==> config.mk <==
export PLATFORM = sky130hd
export DESIGN_NAME = seq_pattern_detector_flat
export DESIGN_NICKNAME = d
export VERILOG_FILES = /design/src/rtl/seq_pattern_detector_if.sv /design/src/rtl/seq_pattern_detector.sv /design/src/flat_wrapper.sv
export SDC_FILE = /design/constraint.sdc
export NUM_CORES = 1
export LEC_CHECK = 0
export BUFFER_PORTS_ARGS = -buffer_cell sky130_fd_sc_hd__buf_2
export CAP_MARGIN = 5
export CORE_AREA = 2 2 39 41
export CTS_CLUSTER_DIAMETER = 30
export CTS_CLUSTER_SIZE = 10
export DETAILED_ROUTE_END_ITERATION = 16
export DIE_AREA = 0 0 41 43
export PLACE_DENSITY = 0.7
export SKIP_LAST_GASP = 1
export SLEW_MARGIN = 20
export SYNTH_ARGS = -nofsm -noshare
export SYNTH_HDL_FRONTEND = slang
export SYNTH_SLANG_ARGS = --single-unit
==> constraint.sdc <==
create_clock -name clk -period 5.9 [get_ports clk]
set_input_delay 0.295 -clock clk [delete_from_list [all_inputs] [get_ports clk]]
set_output_delay 0.295 -clock clk [all_outputs]
set_load 0.01 [all_outputs]
==> src/rtl/seq_pattern_detector_if.sv <==
// -----------------------------------------------------------------------------
// seq_pattern_detector_if
//
// Bundles the qualified serial input stream, the soft clear and the detector
// status outputs into one connection.
//
// Parameters:
//   PAT_LEN  pattern length; sets the width of progress
//   CNT_W    width of match_count
//
// Signals:
//   in_valid     producer -> detector  din is sampled only when high
//   din          producer -> detector  serial data bit
//   clear        producer -> detector  synchronous soft clear (state + counter)
//   match        detector -> consumer  high while the full pattern is held
//   progress     detector -> consumer  current matched-prefix length
//   match_count  detector -> consumer  saturating count of full-pattern entries
//
// Modports:
//   master  stimulus / consumer side
//   slave   detector side
// -----------------------------------------------------------------------------
interface seq_pattern_detector_if #(
    parameter int PAT_LEN = 4,
    parameter int CNT_W   = 8
);
    localparam int PW = $clog2(PAT_LEN + 1);

    logic             in_valid;
    logic             din;
    logic             clear;
    logic             match;
    logic [PW-1:0]    progress;
    logic [CNT_W-1:0] match_count;

    modport master (
        output in_valid,
        output din,
        output clear,
        input  match,
        input  progress,
        input  match_count
    );

    modport slave (
        input  in_valid,
        input  din,
        input  clear,
        output match,
        output progress,
        output match_count
    );
endinterface

==> src/rtl/seq_pattern_detector.sv <==
// -----------------------------------------------------------------------------
// seq_pattern_detector
//
// Moore recogniser for a programmable serial bit pattern. The state is the
// length of the longest pattern prefix that matches the tail of the accepted
// bit stream; the full-length state raises match. Transitions follow KMP
// failure semantics, with the transition table built at elaboration from
// PATTERN.
//
// Parameters:
//   PAT_LEN  pattern length, 2..16
//   PATTERN  pattern value; PATTERN[PAT_LEN-1] is the first bit expected
//   OVERLAP  1 = overlapping detection, 0 = restart from empty after a match
//   CNT_W    width of the match counter
//
// Ports:
//   clk    rising-edge clock
//   reset  synchronous, active-high reset
//   bus    seq_pattern_detector_if.slave
//          (in_valid, din, clear in; match, progress, match_count out)
//
// Optional feature:
//   SEQ_PATTERN_DETECTOR_COUNT_EN  when defined, match_count is a saturating
//   count of full-pattern entries; otherwise the counter is removed and
//   match_count is tied to 0.
// -----------------------------------------------------------------------------
module seq_pattern_detector #(
    parameter int                 PAT_LEN = 4,
    parameter logic [PAT_LEN-1:0] PATTERN = 4'b1011,
    parameter int                 OVERLAP = 1,
    parameter int                 CNT_W   = 8
) (
    input  logic                   clk,
    input  logic                   reset,
    seq_pattern_detector_if.slave  bus
);

    // state        | meaning
    // -------------+---------------------------------------------------------
    // S_IDLE (0)   | no pattern prefix matched
    // 1..PAT_LEN-1 | that many leading pattern bits matched by the last bits
    // S_FULL       | whole pattern matched; match asserted
    // > S_FULL     | unreachable encoding; recovers to S_IDLE on next edge

    localparam int PW    = $clog2(PAT_LEN + 1);
    localparam int TBL_W = (PAT_LEN + 1) * 2 * PW;

    localparam logic [PW-1:0] S_IDLE = '0;
    localparam logic [PW-1:0] S_FULL = PW'(PAT_LEN);

    // Entry (k*2 + b) holds the next state from state k on input bit b: the
    // longest pattern prefix that is a suffix of (first k pattern bits, b).
    function automatic logic [TBL_W-1:0] build_table();
        logic [TBL_W-1:0] tbl;
        int               best;
        int               idx;
        logic             ok;
        logic             sb;
        tbl = '0;
        for (int k = 0; k <= PAT_LEN; k++) begin
            for (int b = 0; b < 2; b++) begin
                best = 0;
                for (int j = 1; j <= PAT_LEN; j++) begin
                    if (j <= k + 1) begin
                        ok = 1'b1;
                        for (int m = 0; m < j; m++) begin
                            idx = k + 1 - j + m;
                            sb  = (idx == k) ? b[0] : PATTERN[PAT_LEN-1-idx];
                            if (sb != PATTERN[PAT_LEN-1-m]) ok = 1'b0;
                        end
                        if (ok) best = j;
                    end
                end
                tbl[(k*2+b)*PW +: PW] = PW'(best);
            end
        end
        return tbl;
    endfunction

    localparam logic [TBL_W-1:0] NXT_TBL = build_table();

    logic [PW-1:0] state_d, state_q;
    int unsigned   row;

    always_comb begin
        state_d = state_q;
        row     = 0;
        if (bus.clear) begin
            state_d = S_IDLE;
        end else if (state_q > S_FULL) begin
            state_d = S_IDLE;
        end else if (bus.in_valid) begin
            // Non-overlapping mode forgets the completed pattern so the new
            // bit is judged as if from an empty history.
            if (OVERLAP == 0 && state_q == S_FULL) begin
                row = {31'd0, bus.din};
            end else begin
                row = (32'(state_q) << 1) + {31'd0, bus.din};
            end
            state_d = NXT_TBL[row*PW +: PW];
        end
    end

    always_ff @(posedge clk) begin
        if (reset) begin
            state_q <= S_IDLE;
        end else begin
            state_q <= state_d;
        end
    end

    assign bus.match    = (state_q == S_FULL);
    assign bus.progress = state_q;

`ifdef SEQ_PATTERN_DETECTOR_COUNT_EN
    logic [CNT_W-1:0] cnt_d, cnt_q;
    logic             enter_full;

    // Counts accepted transitions into FULL, including FULL -> FULL; holding
    // FULL with in_valid low is not a new entry.
    assign enter_full = !bus.clear && bus.in_valid && (state_q <= S_FULL)
                        && (state_d == S_FULL);

    always_comb begin
        cnt_d = cnt_q;
        if (bus.clear) begin
            cnt_d = '0;
        end else if (enter_full && (cnt_q != {CNT_W{1'b1}})) begin
            cnt_d = cnt_q + 1'b1;
        end
    end

    always_ff @(posedge clk) begin
        if (reset) begin
            cnt_q <= '0;
        end else begin
            cnt_q <= cnt_d;
        end
    end

    assign bus.match_count = cnt_q;
`else
    assign bus.match_count = '0;
`endif

endmodule
==> src/flat_wrapper.sv <==
// flat-port wrapper written by rule: the top's interface ports become plain ports
module seq_pattern_detector_flat 
#(
    parameter int                 PAT_LEN = 4,
    parameter logic [PAT_LEN-1:0] PATTERN = 4'b1011,
    parameter int                 OVERLAP = 1,
    parameter int                 CNT_W   = 8
)
  (clk, reset, bus_in_valid, bus_din, bus_clear, bus_match, bus_progress, bus_match_count);
  seq_pattern_detector_if #(.PAT_LEN(PAT_LEN), .CNT_W(CNT_W)) bus_i ();
  input  logic clk;
  input  logic reset;
  input wire logic [$bits(bus_i.in_valid)-1:0] bus_in_valid;
  input wire logic [$bits(bus_i.din)-1:0] bus_din;
  input wire logic [$bits(bus_i.clear)-1:0] bus_clear;
  output wire logic [$bits(bus_i.match)-1:0] bus_match;
  output wire logic [$bits(bus_i.progress)-1:0] bus_progress;
  output wire logic [$bits(bus_i.match_count)-1:0] bus_match_count;
  assign bus_i.in_valid = bus_in_valid;
  assign bus_i.din = bus_din;
  assign bus_i.clear = bus_clear;
  assign bus_match = bus_i.match;
  assign bus_progress = bus_i.progress;
  assign bus_match_count = bus_i.match_count;
  seq_pattern_detector #(.PAT_LEN(PAT_LEN), .PATTERN(PATTERN), .OVERLAP(OVERLAP), .CNT_W(CNT_W)) u_core (.clk(clk), .reset(reset), .bus(bus_i));
endmodule
==> impl_metrics.csv <==
group,metric,value,unit
run_status,status,"completed",
setup_path,rrSetupSlack,3.58,ns
setup_path,end_kind,"flip-flop",
cts,ctsResizeCount,0,
finish,largest_reg_flops,3,
global_routing,antenna_found_initial,0,
timing,setup_violations,0,
timing,timing.fmax,430.7,MHz
finish,drive_gt1_frac,0.2329,
cts,insertion_delay,0.23,ns
synthesis,ys_warn_count,0,
drt,postRouteAntennaNets,0,
pwr,peakVddDrop,0.04840,mV
timing,slew_violations,0,
floorplan,die_area,1763,um^2
pwr,netSwitchingPower,24.76,uW
pwr,p_per_area,138.2,nW/um^2
drt,wl_per_cell,9.854,um
pwr,combPwrFrac,0.278,
finish,antenna_cells,0,
drt,num_vias,417,
global_routing,overflow,0,
setup_path,regToRegEndpoint,"u_core.bus.progress[0]$_SDFFE_PP0P_",
timing,finClkSkew,0.0007973,ns
timing,tns,0,ns
floorplan,die_height,43,um
floorplan,start_util,0.3861,
drt,drc_errors,0,
cts,root_buffer,"clkbuf_4",
place,gp_congestion,0.7863,
pwr,seq_power_share,0.278,
timing,finalHoldViolCount,0,
hold_path,min_from,"bus_in_valid",
drt,wl,877,um
drt,vias_per_cell,4.685,
drt,drt_iter0_markers,5,
synthesis,ys_seq_area_frac,0.1124,
setup_path,critical-path-top-delay-family,"adder cells",
synthesis,synth_seq_cells,3,
hold_path,holdPathEnd,"u_core.bus.progress[2]$_SDFFE_PP0P_",
synthesis,synth_cell_types,29,
finish,fin_util,0.4241,
finish,instances_no_fill,89,
cts,cts.sinks,3,
timing,rsz0062_at_grt,"no",
run,cap_violations,0,
setup_path,worstSetupPathType,"flip-flop to flip-flop",
global_routing,grt_pass1_vias,373,
cts,post_cts_buffers,0,
place,dp_hpwl,742.2,um
setup_path,ff2ff_path_depth,8,
floorplan,dieWidth,41,um
place,placed_area,560.5,um^2
setup_path,worstSetupStartpointType,"flip-flop",
synthesis,synth_area_per_cell,8.617,um^2
global_routing,grt_max_degree,10,
setup_path,cp_common_cell,"mux2_4",
hold_path,whs_path_depth,2,
finish,final_common_cell,"ha_1",
cts,htreeDepth,1,
setup_path,critPathBufInv,1,
finish,final_cell_mix,"9 x ha_1, 8 x conb_1, 8 x buf_2",
cts,clk_pin_slew,0.04,ns
finish,syn_to_final_growth,9.836,%
cts,cts_tree,"done",
global_routing,grt_use_total,0.1174,
finish,final_nets,89,
setup_path,worst-path-max-fanout,6,
global_routing,grt_pass1_wl,1.469,mm
floorplan,rows,14,
setup_path,cp.arrival,2.44,ns
cts,cts_inserted_buffers,3,
timing,finalCritPeriodShare,0.3935,
setup_path,slowest_delay,0.45,ns
synthesis,synth_area,534.3,um^2
setup_path,critical_path_required,6.02,ns
pwr,clkPwrFrac,0.444,
setup_path,crit_slowest_cell,"fa_1",
cts,cts_hold_buffers,0,
place,io_buffer_count,8,
timing,period_needed,2.322,ns
pwr,intPower,56.31,uW
drt,drtPass1Iterations,4,
pwr,swShare,0.3054,
floorplan,coreArea,1384,um^2
pwr,finalPower,81.08,uW
pwr,leakage,0.3062,nW
synthesis,synth_cells,62,
cts,clk_path_buf_depth,2,
hold_path,hold_class,"primary input to flip-flop",
finish,final_cell_area,586.8,um^2
setup_path,crit_chain,"ha_1 -> inv_1 -> fa_1 -> xnor2_2 -> mux2_4 -> a22oi_1 -> mux2_4 -> o21ai_2",
setup_path,r2r_start,"u_core.bus.progress[0]$_SDFFE_PP0P_",
place,dp_cells,85,
floorplan,num_io_pins,17,
==> how the worst max path moves through the flow <==
stage | cells past startpoint | to | start | slack (ns)
after floorplan | 8 | u_core.bus.progress[0]$_SDFFE_PP0P_ | u_core.bus.progress[0]$_SDFFE_PP0P_ | 3.70
after global routing | 8 | u_core.bus.progress[0]$_SDFFE_PP0P_ | u_core.bus.progress[0]$_SDFFE_PP0P_ | 3.41
after CTS | 8 | u_core.bus.progress[0]$_SDFFE_PP0P_ | u_core.bus.progress[0]$_SDFFE_PP0P_ | 3.56
after global placement | 8 | u_core.bus.progress[0]$_SDFFE_PP0P_ | u_core.bus.progress[0]$_SDFFE_PP0P_ | 3.57
final | 8 | u_core.bus.progress[0]$_SDFFE_PP0P_ | u_core.bus.progress[0]$_SDFFE_PP0P_ | 3.58
after detailed placement | 8 | u_core.bus.progress[0]$_SDFFE_PP0P_ | u_core.bus.progress[0]$_SDFFE_PP0P_ | 3.58
==> stage by stage <==
| step | setup WS, ns | hold slack, ns |
|---|---|---|
| CTS | 3.562 | 0.3015 |
| finish | 3.578 | 0.3108 |
| floorplan | 3.702 | 0.4003 |
| global route | 3.407 | 0.3181 |
| detailed placement | 3.584 | 0.5229 |
| global placement | 3.573 | 0.5224 |
==> power by group through the flow <==
stage                     combinational [mW]  sequential (mW)  clock, mW
after global placement                0.0223           0.0229          0
after global routing                  0.0255           0.0229     0.0388
final                                 0.0225           0.0226     0.0360
after floorplan                       0.0208           0.0229          0
after CTS                             0.0226           0.0226     0.0382
after detailed placement              0.0225           0.0229          0
==> metal layers <==
| layer | vias up | wire [um] | track usage |
|---|---|---|---|
| li1 | 217 | - | - |
| met1 | 191 | 395 | 0.1538 |
| met2 | 9 | 446 | 0.1875 |
| met3 | 0 | 36 | 0 |
| met4 | 0 | 0 | 0.06000 |
| met5 | - | 0 | 0 |
==> cell usage after synthesis <==
cell,number,area (um^2)
o31ai_1,1,7.510
xor2_1,1,8.760
and2_1,1,6.260
a21oi_1,4,20.02
inv_1,7,26.28
conb_1,1,3.750
dfxtp_1,3,60.06
nor2b_1,1,6.260
o21a_1,1,7.510
fa_1,1,20.02
ha_1,9,112.6
a211oi_2,1,12.51
nand3_1,1,5.000
o21ai_2,1,8.760
nand2_1,4,15.01
a22oi_1,1,7.510
buf_4,8,60.06
o21ai_0,2,10.01
mux2_1,2,22.52
a211oi_1,1,7.510
mux2_4,2,30.03
o21bai_2,1,11.26
a221oi_1,1,8.760
mux2i_1,1,10.01
o22ai_1,1,6.260
xnor2_2,1,16.27
a21o_1,1,7.510
xnor2_1,1,8.760
nor2_1,2,7.510
==> cell families (layout without fill, tap and decap cells) <==
kind of cell    count (synthesis)  in the layout  share of synthesized area
buf+inv                        15             19                     0.1616
compound gates                 16             16                     0.2155
simple gates                    9              9                    0.07494
other cells                     1              8                   0.007019
mux                             5              5                     0.1171
fa+ha+maj                      10             10                     0.2482
flops                           3              3                     0.1124
xor+xnor                        3              3                    0.06325
==> layout make-up <==
class | count | area (um^2)
well taps | 16 | 20.02
fillers | 147 | 797.0
flip-flops and latches | 3 | 60.06
multi-input cells | 51 | 414.1
clock buffers | 4 | 26.28
inverters | 7 | 26.28
repair buffers | 8 | 40.04
Note: power is estimated with default switching activity, not from simulation.
